$ cat src/rtl/can_rx_priority_logic.sv
// can_rx_priority_logic: classifies received CAN frames into the RX HPB or RX FIFO, counting drops.
// Define CAN_RX_HPB_FALLBACK_EN to redirect matching frames to the FIFO when the HPB is full.
module can_rx_priority_logic #(
    parameter int DATA_W     = 128,
    parameter int ID_W       = 11,
    parameter int ID_LSB     = 117,
    parameter int DROP_CNT_W = 8
) (
    input  logic                  i_sys_clk,
    input  logic                  i_reset,
    input  logic [DATA_W-1:0]     i_recv_data,
    input  logic                  i_recv_valid,
    output logic                  o_recv_ack,
    input  logic                  i_filter_en,
    input  logic [ID_W-1:0]       i_filter_id,
    input  logic [ID_W-1:0]       i_filter_mask,
    input  logic                  i_hpb_full,
    output logic [DATA_W-1:0]     o_hpb_data,
    output logic                  o_hpb_w_en,
    input  logic                  i_rx_full,
    output logic [DATA_W-1:0]     o_fifo_data,
    output logic                  o_fifo_w_en,
    output logic [DROP_CNT_W-1:0] o_drop_cnt,
    output logic                  o_busy
);
    typedef enum logic [1:0] {IDLE, CLASSIFY, WRITE, ACK} state_t;
    state_t state;
    logic [DATA_W-1:0] frame;
    logic [ID_W-1:0] id;
    logic match, to_hpb, to_fifo;
    assign id     = frame[ID_LSB +: ID_W];
    assign match  = i_filter_en & (((id ^ i_filter_id) & i_filter_mask) == '0);
    assign to_hpb = match & ~i_hpb_full;
`ifdef CAN_RX_HPB_FALLBACK_EN
    assign to_fifo = ~to_hpb & ~i_rx_full;
`else
    assign to_fifo = ~match & ~i_rx_full;
`endif
    assign o_busy = (state != IDLE);
    always_ff @(posedge i_sys_clk or posedge i_reset) begin
        if (i_reset) begin
            state       <= IDLE;
            frame       <= '0;
            o_recv_ack  <= 1'b0;
            o_hpb_data  <= '0;
            o_hpb_w_en  <= 1'b0;
            o_fifo_data <= '0;
            o_fifo_w_en <= 1'b0;
            o_drop_cnt  <= '0;
        end else begin
            case (state)
                IDLE: if (i_recv_valid) begin
                    frame <= i_recv_data;
                    state <= CLASSIFY;
                end
                CLASSIFY: begin
                    if (to_hpb) begin
                        o_hpb_data <= frame;
                        o_hpb_w_en <= 1'b1;
                    end else if (to_fifo) begin
                        o_fifo_data <= frame;
                        o_fifo_w_en <= 1'b1;
                    end else if (o_drop_cnt != '1) begin
                        o_drop_cnt <= o_drop_cnt + 1'b1;
                    end
                    state <= WRITE;
                end
                WRITE: begin
                    o_hpb_w_en  <= 1'b0;
                    o_fifo_w_en <= 1'b0;
                    o_recv_ack  <= 1'b1;
                    state       <= ACK;
                end
                default: if (!i_recv_valid) begin
                    o_recv_ack <= 1'b0;
                    state      <= IDLE;
                end
            endcase
        end
    end
endmodule

$ cat config.mk
export PLATFORM = sky130hd
export DESIGN_NAME = can_rx_priority_logic
export DESIGN_NICKNAME = d
export VERILOG_FILES = /design/src/rtl/can_rx_priority_logic.sv
export SDC_FILE = /design/constraint.sdc
export NUM_CORES = 1
export LEC_CHECK = 0
export ABC_AREA = 1
export BUFFER_PORTS_ARGS = -buffer_cell sky130_fd_sc_hd__buf_4
export CAP_MARGIN = 30
export CORE_ASPECT_RATIO = 1.75
export CORE_MARGIN = 10
export CORE_UTILIZATION = 50
export CTS_BUF_LIST = sky130_fd_sc_hd__clkbuf_8
export DETAILED_ROUTE_END_ITERATION = 10
export GPL_TIMING_DRIVEN = 0
export PLACE_DENSITY = 0.77
export SETUP_SLACK_MARGIN = 0.5
export SLEW_MARGIN = 40
export SYNTH_ARGS = -nofsm -noshare
export SYNTH_HDL_FRONTEND = slang
export SYNTH_SLANG_ARGS = --single-unit
$ cat constraint.sdc
create_clock -name i_sys_clk -period 26.5 [get_ports i_sys_clk]
set_input_delay 2.65 -clock i_sys_clk [delete_from_list [all_inputs] [get_ports i_sys_clk]]
set_output_delay 2.65 -clock i_sys_clk [all_outputs]
set_load 0.01 [all_outputs]
==> impl_metrics.yaml, run 1 <==
outcome:
  outcome: "completed"
power:
  power_density_nw_per_um2: 109
  leakagePower_nw: 10.6
  ir_worst_vdd_v: 0.0000677
sta:
  hold_viol: 0
  slew_headroom_pct: 50.1
  worstMarginPinSlew_ps: 748
  min_period_ps: 4200
  fmax_mhz: 238
  min_period_over_period_pct: 15.8
  grt_setup_unrepaired: "false"
  fin_ws_ps: 22300
  drv_slew: 0
  setup_viol: 0
  skew_ps: 21.5
  fin_hold_ws_ps: 468
  setup-tns-final_ps: 0
clock_network:
  clock_path_buffers: 3
  cts_tree: "yes"
  numCtsBuffers: 54
  worstSkewPairLatency_ps: 600
  h-tree-depth: 2
  cts.sinks: 397
  cts_resized: 0
  cts_hold_buf: 0
  clk_pin_slew_ps: 70
  cts_setup_buffers: 0
  ctsRootBufferMaster: "clkbuf_8"
drt:
  vias: 13200
  drtIter0Drc: 652
  wirelength_um: 49300
  first_pass_iters: 5
  drc: 0
  ant_nets: 0
  viasPerCell: 5.13
  drt-wirelength-per-cell_um: 19.2
cells_and_area:
  final_common_cell: "nand2_1"
  mostFrequentLayoutCells: "nand2_1, buf_4, dfrtp_1, o21ai_0, inv_1"
  drive_above_1_share_pct: 25.9
  synthToLayoutAreaGrowth_pct: 31.7
  fin_nets: 2299
  n_fill_cell: 2557
floorplan:
  start_util_pct: 50.4
  die_w_um: 153
  boundaryPins: 424
  dieArea_sq_um: 38600
  row_count: 85
  core_sq_um: 30600
  die_y_um: 252
placed_design:
  dp_slack_ps: 22130
  io_buffer_count: 423
  hpwl_um: 37700
  gp_congestion: 0.887
logic_synthesis:
  yosys-top-cells-area: "dfrtp_1, nand2_1, o21ai_0, o21ai_1, inv_1"
  synth_cells: 1655
  syn_nets: 1815
  yosys.cell_types.count: 22
  yosysSeqAreaShare_pct: 64.4
  avgSynthCellArea_sq_um: 9.33
  synth_top_cell_by_area: "dfrtp_1"
  synth_seq_cells: 397
  synth_top_area_share_pct: 64.4
  syn_area_sq_um: 15400
  yosysWarningCount: 0
setup_path:
  worstSetupPathType: "reg -> out"
  crit_arrival_ps: 1550
  crit_path_start_kind: "register"
  crit_fanout: 4
  crit_required_ps: 23850
  crit_path_end_kind: "output pin"
global_route:
  grt_start_max_net_pins: 85
  grt_pass1_vias: 13500
  antenna_found_initial: 1
  grt_pass1_wl_um: 75700
  globalRoute.totalOverflow: 0
  grt_use_total_pct: 24.6
job:
  max_cap_violations: 0
worst_hold_path:
  hp-class: "reg -> reg"
## sequential cells by signal, summed over array words and instances, names as in the netlist
| signal | cells |
|---|---|
| frame | 128 |
| o_drop_cnt | 8 |
| o_fifo_data | 128 |
| o_fifo_w_en | 1 |
| o_hpb_data | 128 |
| o_hpb_w_en | 1 |
| o_recv_ack | 1 |
| state | 2 |
## metrics by stage
| stage | utilization, % | instances | power (mW) | cell area (sq um) |
|---|---|---|---|---|
| 3_5_place_dp | 62.8 | 2474 | 1.76 | 19200 |
| 6_report | 66.4 | 2569 | 2.21 | 20300 |
| 2_1_floorplan | - | 1655 | 1.34 | 15400 |
| 3_3_place_gp | 62.4 | 2469 | 1.73 | 19100 |
| 5_1_grt | 66.4 | 2569 | 2.36 | 20300 |
| 4_1_cts | 66.4 | 2568 | 2.23 | 20300 |
## where the power goes
part	internal (mW)	leakage, nW	switching, mW
clock network	0.242	0.621	0.223
registers	0.840	5.12	0.134
logic	0.313	4.89	0.462
total	1.40	10.6	0.818
## worst paths after layout
kind                                start               to  slack [ps]  depth (start not counted)
worst min-delay path            frame[26]  o_fifo_data[26]         470                          2
min in group asynchronous         i_reset    o_drop_cnt[5]        2040                          2
worst max register to register   state[0]         frame[6]       24150                          8
worst min register to register  frame[26]  o_fifo_data[26]         470                          2
max in group asynchronous         i_reset  o_fifo_data[38]       23150                          5
worst max-delay path             state[0]           o_busy       22300                          4
## kinds of logic (layout without fill, tap and decap cells)
| family | count (synthesis) | after routing | synth area share (%) |
|---|---|---|---|
| AND/OR/NAND/NOR | 610 | 610 | 15.2 |
| adder cells (fa/ha/maj) | 4 | 4 | 0.324 |
| other | 0 | 1 | 0 |
| AO/OA/AOI/OAI | 388 | 388 | 12.6 |
| buffers and inverters | 250 | 772 | 7.14 |
| XOR/XNOR | 6 | 6 | 0.340 |
| flip-flops | 397 | 397 | 64.4 |
## layout make-up
class                   instances  area (sq um)  share of cell area, %
clock inverters                25           134                  0.658
clock buffers                  69           950                   4.67
flip-flops and latches        397          9930                   48.9
plain buffers                  98           534                   2.63
diodes                          1          2.50                 0.0123
repair buffers                428          3310                   16.3
multi-input cells            1008          4400                   21.6
well taps                     391           489                   2.41
inverters                     152           578                   2.84
## synthesized netlist by cell type (all sizes together)
cell      n
a31oi     1
buf      45
clkbuf   53
dfrtp   397
ha        4
inv     152
nand2   573
nand3    27
nand4     2
nor2      7
nor3      1
o21ai   386
o31ai     1
xnor2     1
xor2      5
## worst max-delay path, cell delays in order (launching register included)
cell,delay (ps)
dfrtp_1,380
inv_1,100
ha_1,220
inv_1,100
buf_4,150
## metal layers
metal	vias to the layer above	share of wire, %	routed length, um	track usage, %
li1	6205	-	-	-
met1	6359	36	17600	26.3
met4	0	4.7	2300	11.7
met2	506	52	25700	44.0
met3	114	7.4	3660	6.83
met5	-	0	0	0
Note: power is estimated with default switching activity, not from simulation.
==> inputs of run 2 (changes only) <==
Settings changed: CORE_UTILIZATION 50 to 49, PLACE_DENSITY 0.77 to 0.78.
Clock period 26.5 ns to 3.79 ns, I/O delays scaled along.
==> run 2 against run 1 <==
  * Clock skew up 12 ps
  * Final cell count up 5.3%
  * Combinational power rose to 7.4 times the previous value
  * Setup slack worse by 21000 ps
  * Non-clock buffer count up 136
  * Sequential share of layout area down 3.2 points
  * Flip-flop and latch count unchanged
  * Final area up 7.1%
  * Largest cell class unchanged
  * Critical path type is now reg -> reg
  * Clock power rose to 6.6 times the previous value
==> impl_metrics.yaml, run 2 (synthesized netlist as in run 1, its figures left out) <==
outcome:
  outcome: "completed"
setup_path:
  crit_slowest_cell: "clkbuf_1"
  reg2reg_from: "state[0]"
  critPathMaxStageDelay_ps: 520
  ff2ff_setup_slack_ps: 1390
  crit_path_start_kind: "register"
  crit_required_ps: 4280
  crit_chain: "inv_1 > ha_1 > nand2_1 > inv_1 > clkbuf_1 > buf_1 > nand2_1 > o21ai_0"
  path_depth: 8
  crit_path_end_kind: "register"
  crit_arrival_ps: 2890
  rr_endpoint: "frame[12]"
  crit_fanout: 10
  worstRegToRegCells: 8
  critical_path_buf_inv_count: 4
  worstSetupPathType: "reg -> reg"
  crit_family: "buffers and inverters"
sta:
  setup-tns-final_ps: 0
  worstMarginPinSlew_ps: 643
  setup_viol: 0
  drv_slew: 0
  fmax_mhz: 417
  min_period_over_period_pct: 63.3
  skew_ps: 33.1
  slew_headroom_pct: 57.1
  min_period_ps: 2400
  grt_setup_unrepaired: "false"
  hold_viol: 0
power:
  power.switching_mw: 6.04
  clkPwrFrac_pct: 19.7
  power_density_nw_per_um2: 722
  ir_worst_vdd_v: 0.000449
  switching_share_pct: 38.4
  sequentialPowerShare_pct: 43.8
  combinationalPowerShare_pct: 36.5
  p_int_mw: 9.67
  leakagePower_nw: 11.3
floorplan:
  row_count: 85
  die_w_um: 154
  boundaryPins: 424
  dieArea_sq_um: 39300
  die_y_um: 255
  start_util_pct: 49.9
  core_sq_um: 30900
cells_and_area:
  fin_nets: 2437
  drive_above_1_share_pct: 24.7
  reg_top3: "frame: 128 flops, o_fifo_data: 128 flops, o_hpb_data: 128 flops"
  fin_cells: 2705
  mostFrequentLayoutCells: "nand2_1, buf_4, dfrtp_1, o21ai_0, inv_1"
  final_common_cell: "nand2_1"
  synthToLayoutAreaGrowth_pct: 41.0
clock_network:
  worstSkewPairLatency_ps: 620
  ctsRootBufferMaster: "clkbuf_8"
  cts_hold_buf: 122
  numCtsBuffers: 56
  cts_tree: "yes"
  cts.sinks: 397
  clk_pin_slew_ps: 70
  h-tree-depth: 2
  cts_resized: 0
  cts_setup_buffers: 0
  clock_path_buffers: 3
drt:
  wirelength_um: 55400
  drtIter0Drc: 774
  drc: 0
  drt-wirelength-per-cell_um: 20.5
  vias: 14300
  viasPerCell: 5.30
  ant_nets: 0
  first_pass_iters: 5
global_route:
  grt_pass1_vias: 15400
  antenna_found_initial: 3
  globalRoute.totalOverflow: 0
  grt_pass1_wl_um: 85500
  grt_start_max_net_pins: 28
  grt_use_total_pct: 27.3
worst_hold_path:
  hp-start: "i_recv_data[68]"
  holdPathStages: 3
  min_to: "frame[68]"
  hp-class: "in -> reg"
placed_design:
  gp_congestion: 0.909
  hpwl_um: 39600
  io_buffer_count: 423
  dp.cells: 2488
job:
  max_cap_violations: 0
## run 2: power groups by stage
stage	Sequential, mW	Clock [mW]	Combinational [mW]
after floorplan	7.12	0	2.25
after global placement	6.84	0	5.31
after detailed placement	6.89	0	5.54
after CTS	6.83	3.11	5.69
final	6.88	3.09	5.74
after global routing	7.03	3.29	6.32
## run 2: through the flow
stage / hold slack, ps / total power [mW] / cell area (sq um) / utilization (%) / worst slack (ps)
2_1_floorplan: 449 / 9.37 / 15400 / - / -1930
3_3_place_gp: 456 / 12.1 / 19100 / 61.7 / -3990
3_5_place_dp: 429 / 12.4 / 19600 / 63.2 / 1440
4_1_cts: 2.30 / 15.6 / 21800 / 70.3 / 1420
5_1_grt: 21.9 / 16.6 / 21800 / 70.3 / 1250
6_report: 36.5 / 15.7 / 21800 / 70.3 / 1390
## run 2: final cells by class
type	instances	area, sq um
antenna	3	7.51
buffer	98	534
clock buffer	62	853
clock inverter	30	129
fill	2269	9180
inverter	152	574
multi-input combinational	1008	4400
sequential	397	9930
tap	391	489
timing repair buffer	564	4850
## run 2: metal layers
metal  track usage, %  part of all wire [%]  routed length [um]
met3             6.39                   7.4                4110
met1             29.4                    34               19000
met4             17.5                   6.7                3730
met2             47.3                    52               28600
met5                0                     0                   0
## run 2: worst register-to-register path: stages (launching register included)
cell	delay (ps)
dfrtp_1	390
inv_1	110
ha_1	230
nand2_1	100
inv_1	130
clkbuf_1	520
buf_1	490
nand2_1	190
o21ai_0	150
## run 2: worst max path at each step
stage                         from  slack (ps)        endpoint
after floorplan            i_reset       -1930        frame[0]
after global placement     i_reset       -3990  o_hpb_data[82]
after detailed placement  state[0]        1440       frame[12]
after CTS                 state[0]        1420       frame[12]
after global routing      state[1]        1250       frame[12]
final                     state[0]        1390       frame[12]
==> inputs of run 3 (changes only) <==
Settings changed: CORE_UTILIZATION 49 to 50, PLACE_DENSITY 0.78 to 0.77.
Clock period 3.79 ns to 2.4 ns, I/O delays scaled along.
==> run 3 against run 2 <==
  * Setup slack got worse by 840 ps
  * Clock skew up 11 ps
  * Largest cell class unchanged
  * Register-to-register slack lost 840 ps
  * Combinational power increased by 62%
  * Die area decreased by 1.8%
  * Sequential power rose by 58%
  * Clock power up 97%
  * Maximum frequency grew 30%
  * Sequential share of layout area down 1.5 points
  * Flip-flop and latch count stayed put
  * Final cell count up 1.1%
  * Global-route usage rose by 0.69 points
==> impl_metrics.yaml, run 3 (synthesized netlist as in run 1, its figures left out) <==
clock_network:
  cts_tree: "yes"
  clk_pin_slew_ps: 70
  clock_path_buffers: 3
  h-tree-depth: 2
  numCtsBuffers: 56
  worstSkewPairLatency_ps: 630
  ctsRootBufferMaster: "clkbuf_8"
  cts.sinks: 397
sta:
  min_period_over_period_pct: 77.0
  skew_ps: 44.1
  hold_viol: 0
  min_period_ps: 1850
  drv_slew: 0
  slew_headroom_pct: 62.2
  setup_viol: 0
  setup-tns-final_ps: 0
  worstMarginPinSlew_ps: 566
  grt_setup_unrepaired: "true"
  fmax_mhz: 541
drt:
  drt-wirelength-per-cell_um: 20.4
  drtIter0Drc: 830
  wirelength_um: 55700
  viasPerCell: 5.27
  drc: 0
  ant_nets: 0
  first_pass_iters: 6
  vias: 14400
global_route:
  grt_start_max_net_pins: 28
  antenna_found_initial: 7
  grt_use_total_pct: 28.0
  grt_pass1_wl_um: 86100
  grt_pass1_vias: 15600
  globalRoute.totalOverflow: 0
placed_design:
  hpwl_um: 39100
  gp_congestion: 0.875
  placed_area_sq_um: 19500
  io_buffer_count: 423
power:
  power_density_nw_per_um2: 1170
  leakagePower_nw: 11.6
  power_mw: 26.3
  ir_worst_vdd_v: 0.000809
cells_and_area:
  final_common_cell: "nand2_1"
  fin_nets: 2448
  drive_above_1_share_pct: 27.8
  final_area_sq_um: 22500
  n_fill_cell: 2114
  mostFrequentLayoutCells: "nand2_1, buf_4, dfrtp_1, o21ai_0, inv_1"
  reg_top3: "frame: 128 flops, o_fifo_data: 128 flops, o_hpb_data: 128 flops"
  synthToLayoutAreaGrowth_pct: 45.7
setup_path:
  crit_path_end_kind: "register"
  crit_path_start_kind: "register"
  worstSetupPathType: "reg -> reg"
  crit_slowest_cell: "dfrtp_1"
  crit_arrival_ps: 2330
  crit_path_frequent_cell: "nand2_1"
  crit_fanout: 10
  ff2ff_setup_slack_ps: 550
  crit_chain: "inv_1 > nand2_1 > nand3_1 > nand2_1 > nor2_4 > nand3_4 > nand2_2 > nor2_4 > buf_6 > buf_4 > nand2_1 > nand2_1"
  crit_required_ps: 2880
  critPathMaxStageDelay_ps: 390
floorplan:
  die_y_um: 252
  start_util_pct: 50.4
  die_w_um: 153
  core_sq_um: 30600
  row_count: 85
  dieArea_sq_um: 38600
  boundaryPins: 424
job:
  max_cap_violations: 0
worst_hold_path:
  hp-class: "in -> async"
outcome:
  outcome: "completed"
[run 3: critical path, delay by kind of cell, from the launching register on]
kind	cells	cell delay, ps
flops	1	390
buf+inv	3	430
simple gates	9	870
[run 3: path summary, 6_finish.rpt]
kind,startpoint,to,depth (start not counted)
setup / recovery,frame[117],o_fifo_data[11],12
hold / removal,i_reset,o_hpb_data[16],3
setup reg to reg,frame[117],o_fifo_data[11],12
hold reg to reg,frame[41],o_fifo_data[41],2
max in group asynchronous,i_reset,o_hpb_data[119],10
min in group i_sys_clk,i_filter_mask[5],o_hpb_w_en,8
[run 3: metrics by stage]
stage          setup WS (ps)  util (%)  std cells  hold WS (ps)
4_1_cts                  455      72.9       2725          80.9
5_1_grt                  422      73.4       2734           103
2_1_floorplan          -3180         -       1655           361
3_3_place_gp           -5240      62.4       2469           448
6_report                 551      73.4       2734           123
3_5_place_dp            49.5      63.8       2487           186
[run 3: metal layers]
layer  vias up  global-route usage, %  wire length [um]
li1       6515                      -                 -
met1      7039                   28.5             18900
met2       676                   49.6             29200
met3       187                   6.88              4020
met4         0                   19.0              3660
met5         -                      0                 0
[run 3: final cells by class]
class | count | area (sq um) | share of cell area, %
repair buffers | 575 | 4940 | 22.0
diodes | 7 | 17.5 | 0.0779
multi-input cells | 1008 | 4460 | 19.8
flip-flops and latches | 397 | 9930 | 44.2
clock inverters | 29 | 268 | 1.19
clock buffers | 77 | 1060 | 4.71
plain buffers | 98 | 743 | 3.30
well taps | 391 | 489 | 2.18
inverters | 152 | 574 | 2.55
[run 3: report_power, final]
| group | switching (mW) | internal (mW) | total, mW |
|---|---|---|---|
| logic | 5.45 | 3.85 | 9.30 |
| clock network | 2.68 | 3.41 | 6.10 |
| registers | 1.61 | 9.28 | 10.9 |
| total | 9.74 | 16.5 | 26.3 |
[run 3: what timing repair did]
| item | in CTS | in global routing |
|---|---|---|
| setup buffers | 0 | 2 |
| pin swaps | 0 | 3 |
| gates resized for setup | 70 | 83 |
| hold buffers | 131 | 0 |
| hold endpoints to repair | 242 | 0 |
| endpoints found under the setup margin | 368 | 373 |
| cloned | 1 | 0 |
